**config.mk**
```make
export PLATFORM = sky130hd
export DESIGN_NAME = uart_rx_frame
export DESIGN_NICKNAME = d
export VERILOG_FILES = /design/src/rtl/uart_pkg.sv /design/src/rtl/uart_sync2.sv /design/src/rtl/uart_rx_frame.sv
export SDC_FILE = /design/constraint.sdc
export NUM_CORES = 1
export LEC_CHECK = 0
export CAP_MARGIN = 10
export CORE_MARGIN = 4
export CORE_UTILIZATION = 55
export DETAILED_ROUTE_END_ITERATION = 7
export GPL_ROUTABILITY_DRIVEN = 0
export PLACE_DENSITY = 0.77
export SLEW_MARGIN = 20
export SYNTH_ARGS = -nofsm -noshare
export SYNTH_HDL_FRONTEND = slang
export SYNTH_HIERARCHICAL = 1
export SYNTH_SLANG_ARGS = --single-unit
```
**constraint.sdc**
```tcl
create_clock -name clk -period 3.6 [get_ports clk]
set_input_delay 0.9 -clock clk [delete_from_list [all_inputs] [get_ports clk]]
set_output_delay 0.9 -clock clk [all_outputs]
set_load 0.01 [all_outputs]
```
**src/rtl/uart_pkg.sv**
```systemverilog
// uart_pkg: types and constants shared by the UART
// receive and transmit engines.
package uart_pkg;

  typedef enum logic [2:0] {
    IDLE,
    START,
    DATA,
    PARITY,
    STOP
  } rx_state_t;

  localparam int PAR_EVEN = 0;
  localparam int PAR_ODD  = 1;

endpackage

```
**src/rtl/uart_sync2.sv**
```systemverilog
// uart_sync2: two-flop synchronizer for an asynchronous
// level input, with a selectable reset value.
module uart_sync2 #(
  parameter logic RESET_VAL = 1'b1
) (
  input  logic clk,
  input  logic reset,
  input  logic d,
  output logic q
);

  logic meta_q;
  logic sync_q;

  // two-stage capture of the asynchronous input
  always_ff @(posedge clk) begin
    if (reset) begin
      meta_q <= RESET_VAL;
      sync_q <= RESET_VAL;
    end else begin
      meta_q <= d;
      sync_q <= meta_q;
    end
  end

  assign q = sync_q;

endmodule

```
**src/rtl/uart_rx_frame.sv**
```systemverilog
// uart_rx_frame: oversampling UART receiver with parity,
// framing checks and a valid/ready holding register.
module uart_rx_frame
  import uart_pkg::*;
#(
  parameter int DATA_BITS  = 8,
  parameter int OVERSAMPLE = 16,
  parameter int STOP_TICS  = 16,
  parameter int PARITY_EN  = 0,
  parameter int PARITY_ODD = 0
) (
  input  logic                 clk,
  input  logic                 reset,
  input  logic                 rx_data,
  input  logic                 tic,
  output logic                 rx_valid,
  input  logic                 rx_ready,
  output logic [DATA_BITS-1:0] dout,
  output logic                 parity_err,
  output logic                 frame_err,
  output logic                 overrun
);

  localparam int TMAX =
    (OVERSAMPLE > STOP_TICS) ? OVERSAMPLE : STOP_TICS;
  localparam int TW = $clog2(TMAX);
  localparam int BW = $clog2(DATA_BITS);

  localparam logic [TW-1:0] HALF_LAST =
    TW'(OVERSAMPLE / 2 - 1);
  localparam logic [TW-1:0] BIT_LAST =
    TW'(OVERSAMPLE - 1);
  localparam logic [TW-1:0] STOP_LAST =
    TW'(STOP_TICS - 1);
  localparam logic [BW-1:0] DATA_LAST =
    BW'(DATA_BITS - 1);
  localparam logic ODD_BIT = (PARITY_ODD == PAR_ODD);

  if (DATA_BITS < 5 || DATA_BITS > 9) begin : g_bad_bits
    $error("uart_rx_frame: DATA_BITS must be 5..9");
  end
  if (OVERSAMPLE < 8 || (OVERSAMPLE % 2) != 0)
  begin : g_bad_os
    $error("uart_rx_frame: OVERSAMPLE must be even, >= 8");
  end
  if (STOP_TICS < OVERSAMPLE) begin : g_bad_stop
    $error("uart_rx_frame: STOP_TICS must be >= OVERSAMPLE");
  end
  if (PARITY_EN < 0 || PARITY_EN > 1) begin : g_bad_pen
    $error("uart_rx_frame: PARITY_EN must be 0 or 1");
  end
  if (PARITY_ODD < 0 || PARITY_ODD > 1) begin : g_bad_podd
    $error("uart_rx_frame: PARITY_ODD must be 0 or 1");
  end

  logic rxs;

  uart_sync2 #(
    .RESET_VAL(1'b1)
  ) u_sync (
    .clk  (clk),
    .reset(reset),
    .d    (rx_data),
    .q    (rxs)
  );

  rx_state_t            state_q, state_d;
  logic [TW-1:0]        tic_q, tic_d;
  logic [BW-1:0]        bit_q, bit_d;
  logic [DATA_BITS-1:0] sh_q, sh_d;
  logic                 par_q, par_d;
  logic                 fperr_q, fperr_d;
  logic                 arm_q, arm_d;
  logic                 frame_done;
  logic                 frame_ferr;

  logic                 valid_q, valid_d;
  logic [DATA_BITS-1:0] dout_q, dout_d;
  logic                 hperr_q, hperr_d;
  logic                 hferr_q, hferr_d;
  logic                 ovr_q, ovr_d;

  // frame FSM: start qualification, bit sampling, checks
  always_comb begin
    state_d    = state_q;
    tic_d      = tic_q;
    bit_d      = bit_q;
    sh_d       = sh_q;
    par_d      = par_q;
    fperr_d    = fperr_q;
    arm_d      = arm_q;
    frame_done = 1'b0;
    frame_ferr = 1'b0;
    unique case (state_q)
      IDLE: begin
        if (rxs) begin
          arm_d = 1'b1;
        end else if (arm_q) begin
          state_d = START;
          tic_d   = '0;
        end
      end
      START: begin
        if (tic) begin
          if (tic_q == HALF_LAST) begin
            tic_d = '0;
            if (!rxs) begin
              state_d = DATA;
              bit_d   = '0;
              par_d   = 1'b0;
              fperr_d = 1'b0;
            end else begin
              state_d = IDLE;
              arm_d   = 1'b0;
            end
          end else begin
            tic_d = tic_q + TW'(1);
          end
        end
      end
      DATA: begin
        if (tic) begin
          if (tic_q == BIT_LAST) begin
            tic_d = '0;
            sh_d  = {rxs, sh_q[DATA_BITS-1:1]};
            par_d = par_q ^ rxs;
            bit_d = bit_q + BW'(1);
            if (bit_q == DATA_LAST) begin
              bit_d   = '0;
              state_d = (PARITY_EN != 0) ? PARITY : STOP;
            end
          end else begin
            tic_d = tic_q + TW'(1);
          end
        end
      end
      PARITY: begin
        if (tic) begin
          if (tic_q == BIT_LAST) begin
            tic_d   = '0;
            fperr_d = par_q ^ rxs ^ ODD_BIT;
            state_d = STOP;
          end else begin
            tic_d = tic_q + TW'(1);
          end
        end
      end
      STOP: begin
        if (tic) begin
          if (tic_q == STOP_LAST) begin
            tic_d      = '0;
            frame_done = 1'b1;
            frame_ferr = ~rxs;
            arm_d      = 1'b0;
            state_d    = IDLE;
          end else begin
            tic_d = tic_q + TW'(1);
          end
        end
      end
      default: begin
        state_d = IDLE;
        tic_d   = '0;
        bit_d   = '0;
        arm_d   = 1'b0;
      end
    endcase
  end

  // holding register: load, drain and overrun detection
  always_comb begin
    valid_d = valid_q;
    dout_d  = dout_q;
    hperr_d = hperr_q;
    hferr_d = hferr_q;
    ovr_d   = 1'b0;
    if (valid_q && rx_ready) begin
      valid_d = 1'b0;
    end
    if (frame_done) begin
      if (!valid_q || rx_ready) begin
        valid_d = 1'b1;
        dout_d  = sh_q;
        hperr_d = fperr_q;
        hferr_d = frame_ferr;
      end else begin
        ovr_d = 1'b1;
      end
    end
  end

  // state and datapath registers
  always_ff @(posedge clk) begin
    if (reset) begin
      state_q <= IDLE;
      tic_q   <= '0;
      bit_q   <= '0;
      sh_q    <= '0;
      par_q   <= 1'b0;
      fperr_q <= 1'b0;
      arm_q   <= 1'b0;
      valid_q <= 1'b0;
      dout_q  <= '0;
      hperr_q <= 1'b0;
      hferr_q <= 1'b0;
      ovr_q   <= 1'b0;
    end else begin
      state_q <= state_d;
      tic_q   <= tic_d;
      bit_q   <= bit_d;
      sh_q    <= sh_d;
      par_q   <= par_d;
      fperr_q <= fperr_d;
      arm_q   <= arm_d;
      valid_q <= valid_d;
      dout_q  <= dout_d;
      hperr_q <= hperr_d;
      hferr_q <= hferr_d;
      ovr_q   <= ovr_d;
    end
  end

  assign rx_valid   = valid_q;
  assign dout       = dout_q;
  assign parity_err = hperr_q;
  assign frame_err  = hferr_q;
  assign overrun    = ovr_q;

endmodule

```
==> results of run 1 <==
==> cells by family after synthesis <==
family          count (synthesis)
compound gates                 28
flops                          35
xor+xnor                        2
buf+inv                        15
fa+ha+maj                       3
mux                            21
simple gates                   75
==> stage by stage <==
stage | setup WS [ps] | instance area (um^2)
CTS | 1090 | 1910
finish | 1100 | 1910
global route | 978 | 1910
global placement | 812 | 1840
floorplan | 1750 | 1700
detailed placement | 741 | 1840
==> cell type report <==
cell class,count,area [um^2]
Timing Repair Buffer,18,175
Sequential cell,35,701
Multi-Input combinational cell,129,915
Inverter,3,11.3
Clock inverter,1,7.51
Fill cell,242,940
Clock buffer,7,65.1
Tap cell,31,38.8
==> worst max-delay path: stages <==
cell             delay, ps
clkdlybuf4s50_1        620
and4_1                 270
and4_1                 590
mux2i_1                290
nor2_1                  60
==> registers in the layout, summed over array words and instances, names as in the netlist, 3 cells and up <==
name and flops:
dout 8, tic_q 4, sh_q 8, bit_q 3
state_q 3
==> cell usage after synthesis, drive strengths merged (4+ instances only) <==
cell type | instances | area, um^2
a31oi | 4 | 40.0
o21ai | 4 | 20.0
nand4 | 7 | 43.8
mux2i | 21 | 210
nor2 | 25 | 93.8
nor3 | 4 | 20.0
buf | 9 | 58.8
dfxtp | 35 | 701
nand3 | 8 | 45.0
a21oi | 7 | 38.8
nand2 | 13 | 48.8
==> report_power, final <==
part	switching (uW)	total [uW]	internal (uW)	leakage, uW
sequential	5.28	395	390	0.000283
combinational	16.5	30.6	14.1	0.000324
clock	128	242	114	0.0000375
total	149	668	518	0.000645
==> worst paths after layout <==
path | from | end | slack (ps)
hold / removal | u_sync/meta_q$_SDFF_PP1_ | u_sync/q$_SDFF_PP1_ | 430
setup / recovery | tic | dout[4]$_SDFFE_PP0P_ | 1100
setup reg to reg | state_q[1]$_SDFFE_PP0P_ | state_q[1]$_SDFFE_PP0P_ | 1590
hold reg to reg | u_sync/meta_q$_SDFF_PP1_ | u_sync/q$_SDFF_PP1_ | 430
==> metal layers <==
metal | wire length [um] | vias to the layer above
met5 | 0 | -
met1 | 1490 | 638
met3 | 135 | 5
met2 | 1690 | 30
li1 | - | 671
met4 | 36 | 0
==> results.yml, run 1 <==
global_route:
  gr-total-overflow: 0
  antenna_found_initial: 0
  grt.total_usage_pct: 18.1
  grt_use_met2_pct: 31.0
  busiest_layer: "met2"
  grt_max_degree: 23
  grt_pass1_vias: 1314
  use_met1_pct: 20.9
  gr-usage-met3_pct: 5.33
  grt_first_pass_wirelength_um: 5880
drt:
  initialDrtViolationCount: 152
  first_pass_iters: 4
  drc: 0
  wl_per_cell_um: 14.9
  avgViaCountPerCell: 6.00
  num_vias: 1344
  wl_um: 3350
  ant_nets: 0
timing:
  finalCritPeriodShare_pct: 69.3
  max_slew_margin_pct: 48.4
  period_needed_ps: 2500
  finClkSkew_ps: 12.3
  rsz0062_at_grt: "false"
  setup_tns_ps: 0
  timing.hold.ws_ps: 426
  slew_violations: 0
  max_slew.worst_pin.slew_ps: 773
  finalHoldViolations: 0
  setup_viol: 0
  fmax_mhz: 401
job:
  max_cap_viol_count: 0
setup_path:
  arrival_ps: 2730
  required_ps: 3840
  endpoint_kind: "flop"
  worst-path-max-fanout: 10
  start_kind: "input port"
  r2r_cells: 4
  path_class: "input port to flop"
floorplanning:
  die-area_um2: 4040
  die_x_um: 63.5
  ioPinCount: 17
  start_util_pct: 59.5
  core_um2: 2850
  rows: 19
  die_h_um: 63.5
power:
  cellPowerDensity_nw_per_um2: 349
  power.leakage_uw: 0.000645
  ir_drop_v: 0.000378
  power_uw: 668
logic_synthesis:
  yosysUniqueCellTypes: 46
  syn_area_um2: 1700
  yosys-mux-area-fraction_pct: 12.4
  yosysSeqAreaShare_pct: 41.3
  avgSynthCellArea_um2: 9.48
  synth-simple-area-share_pct: 25.1
  synthCells: 179
  async_reset_ff_share_pct: 0
  synth-compound-area-share_pct: 13.1
  synth_xor_area_share_pct: 1.03
  ys_dominant_reg_cell: "dfxtp_1"
  synth_edf_count: 0
  synth_seq_cells: 35
  synth_top_family_by_area: "simple AND/OR/NAND/NOR gates"
  synth_fp_nets: 187
  yosys_warnings: 6
  synthAdderAreaFrac_pct: 2.21
layout:
  final_cell_mix: "dfxtp_1, nor2_1, mux2i_1"
  area_delta_synth_final_pct: 12.8
  n_antenna_cell: 0
  finalNonFillerCells: 224
  fin_nets: 200
  drive_gt1_share_pct: 10.4
  final_core_util_pct: 67.1
  layout.cells.most_common: "dfxtp_1"
cts:
  clock-sinks: 35
  worstSkewPairLatency_ps: 340
  cts_setup_buffers: 0
  cts_buffer_depth: 2
  clk_pin_slew_ps: 110
  numCtsBuffers: 5
  h-tree-depth: 2
  cts_tree: "yes"
  cts_resized: 0
  hold_buffers: 0
  cts-root-buf: "clkbuf_4"
placement:
  placed_cells: 216
  hpwl_um: 2320
  io_buffers: 16
worst_hold_path:
  whs_path_depth: 1
  hp-class: "flop to flop"
outcome:
  status: "completed"
Power figures use the tool's default switching activity.
==> inputs of run 2 (changes only) <==
==> constraint.sdc (replaced) <==
create_clock -name clk -period 2.3 [get_ports clk]
set_input_delay 0.575 -clock clk [delete_from_list [all_inputs] [get_ports clk]]
set_output_delay 0.575 -clock clk [all_outputs]
set_load 0.01 [all_outputs]
==> run 2 against run 1 <==
Net effect:
- combinational power is 69% higher
- via count is 2.4% higher
- sequential share of layout area decreased by 1.1 points
- total power up 70%
- cell count rose by 2.7%
- die area stayed put
- clock power up 91%
- sequential cell count unchanged
- sequential power grew 57%
- global-route usage grew 1.6 points
- clock skew fell by 3.5 ps
- final area up 3.1%
- critical path type is now flop to flop
- critical endpoint is now state_q[0]$_SDFFE_PP0P_
- highest routed layer unchanged
==> results.yml, run 2 (same netlist as run 1, synthesis figures left out) <==
global_route:
  antenna_found_initial: 0
  grt_first_pass_wirelength_um: 6190
  grt_pass1_vias: 1325
  grt_max_degree: 19
  grt.total_usage_pct: 19.7
  gr-total-overflow: 0
drt:
  first_pass_iters: 5
  num_vias: 1376
  ant_nets: 0
  initialDrtViolationCount: 178
  wl_um: 3700
  drc: 0
  wl_per_cell_um: 16.1
  avgViaCountPerCell: 5.98
floorplanning:
  core_um2: 2850
  die_h_um: 63.5
  die-area_um2: 4040
  start_util_pct: 59.5
  rows: 19
  ioPinCount: 17
  die_x_um: 63.5
timing:
  finalCritPeriodShare_pct: 84.2
  rsz0062_at_grt: "false"
  max_slew.worst_pin.slew_ps: 603
  setup_tns_ps: 0
  max_slew_margin_pct: 59.8
  setup_viol: 0
  finClkSkew_ps: 8.84
  fmax_mhz: 516
  period_needed_ps: 1940
  finalHoldViolations: 0
  slew_violations: 0
  timing.final.ws_setup_ps: 363
cts:
  clock-sinks: 35
  numCtsBuffers: 5
  cts_tree: "yes"
  cts_buffer_depth: 2
  cts_setup_buffers: 0
  worstSkewPairLatency_ps: 340
  hold_buffers: 0
  clk_pin_slew_ps: 110
  cts-root-buf: "clkbuf_4"
  cts_resized: 0
  h-tree-depth: 2
setup_path:
  path_cells: "buf_4 -> or3_1 -> and2_1 -> a32oi_2 -> o32ai_1"
  worst-path-max-fanout: 15
  endpoint_kind: "flop"
  critPathSlowestCell: "dfxtp_1"
  required_ps: 2510
  arrival_ps: 2150
  worst_path_largest_cell_delay_ps: 500
  start_kind: "flop"
  path_class: "flop to flop"
power:
  power.leakage_uw: 0.000686
  ir_drop_v: 0.000472
  cellPowerDensity_nw_per_um2: 575
layout:
  area_delta_synth_final_pct: 16.2
  final_cell_mix: "dfxtp_1, nor2_1, mux2i_1"
  multiInputGateArea_um2: 915
  filler_cell_count: 243
  drive_gt1_share_pct: 13.1
  regArea_um2: 701
  layout.cells.most_common: "dfxtp_1"
  n_antenna_cell: 0
  fin_nets: 206
  final_core_util_pct: 69.1
placement:
  place_ws_ps: 72.0
  io_buffers: 16
  hpwl_um: 2590
outcome:
  status: "completed"
job:
  max_cap_viol_count: 0
worst_hold_path:
  hp-class: "flop to flop"
[run 2: cell type report]
class                           instances  share of cell area (%)
Clock inverter                          2                    1.78
Sequential cell                        35                    35.5
Timing Repair Buffer                   24                    11.2
Inverter                                3                   0.571
Tap cell                               31                    1.97
Clock buffer                            6                    2.60
Multi-Input combinational cell        129                    46.4
[run 2: power by group]
| part | total [uW] | switching, uW | internal, uW | leakage [uW] |
|---|---|---|---|---|
| clock network | 463 | 207 | 257 | 0.0000482 |
| logic | 51.6 | 27.2 | 24.4 | 0.000355 |
| registers | 619 | 8.49 | 611 | 0.000283 |
| total | 1130 | 242 | 892 | 0.000686 |
[run 2: final timing paths]
path,start,endpoint,slack (ps),depth (start not counted)
max,state_q[1]$_SDFFE_PP0P_,state_q[0]$_SDFFE_PP0P_,360,5
max reg2reg,state_q[1]$_SDFFE_PP0P_,state_q[0]$_SDFFE_PP0P_,360,5
min reg2reg,u_sync/meta_q$_SDFF_PP1_,u_sync/q$_SDFF_PP1_,420,1
min,u_sync/meta_q$_SDFF_PP1_,u_sync/q$_SDFF_PP1_,420,1
[run 2: per-stage QoR]
step / hold slack (ps) / total power [uW] / area, um^2 / instances
after floorplan: 383 / 665 / 1700 / 179
after global placement: 389 / 681 / 1890 / 222
after detailed placement: 407 / 684 / 1890 / 222
after CTS: 426 / 1140 / 1970 / 230
after global routing: 435 / 1180 / 1970 / 230
final: 419 / 1130 / 1970 / 230
[run 2: per-layer routing]
metal	part of all wire (%)	track usage, %	vias to the layer above
met1	43	21.3	651
met2	51	35.5	37
met3	4.2	5.86	7
li1	-	-	681
met4	1.6	8.09	0
met5	0	0	-
[run 2: critical path: cells and delay by family (launching register included)]
kind | cells | cell delay [ps]
and+or+nand+nor | 2 | 600
DFF | 1 | 500
AOI/OAI and AO/OA | 2 | 440
buffers and inverters | 1 | 260
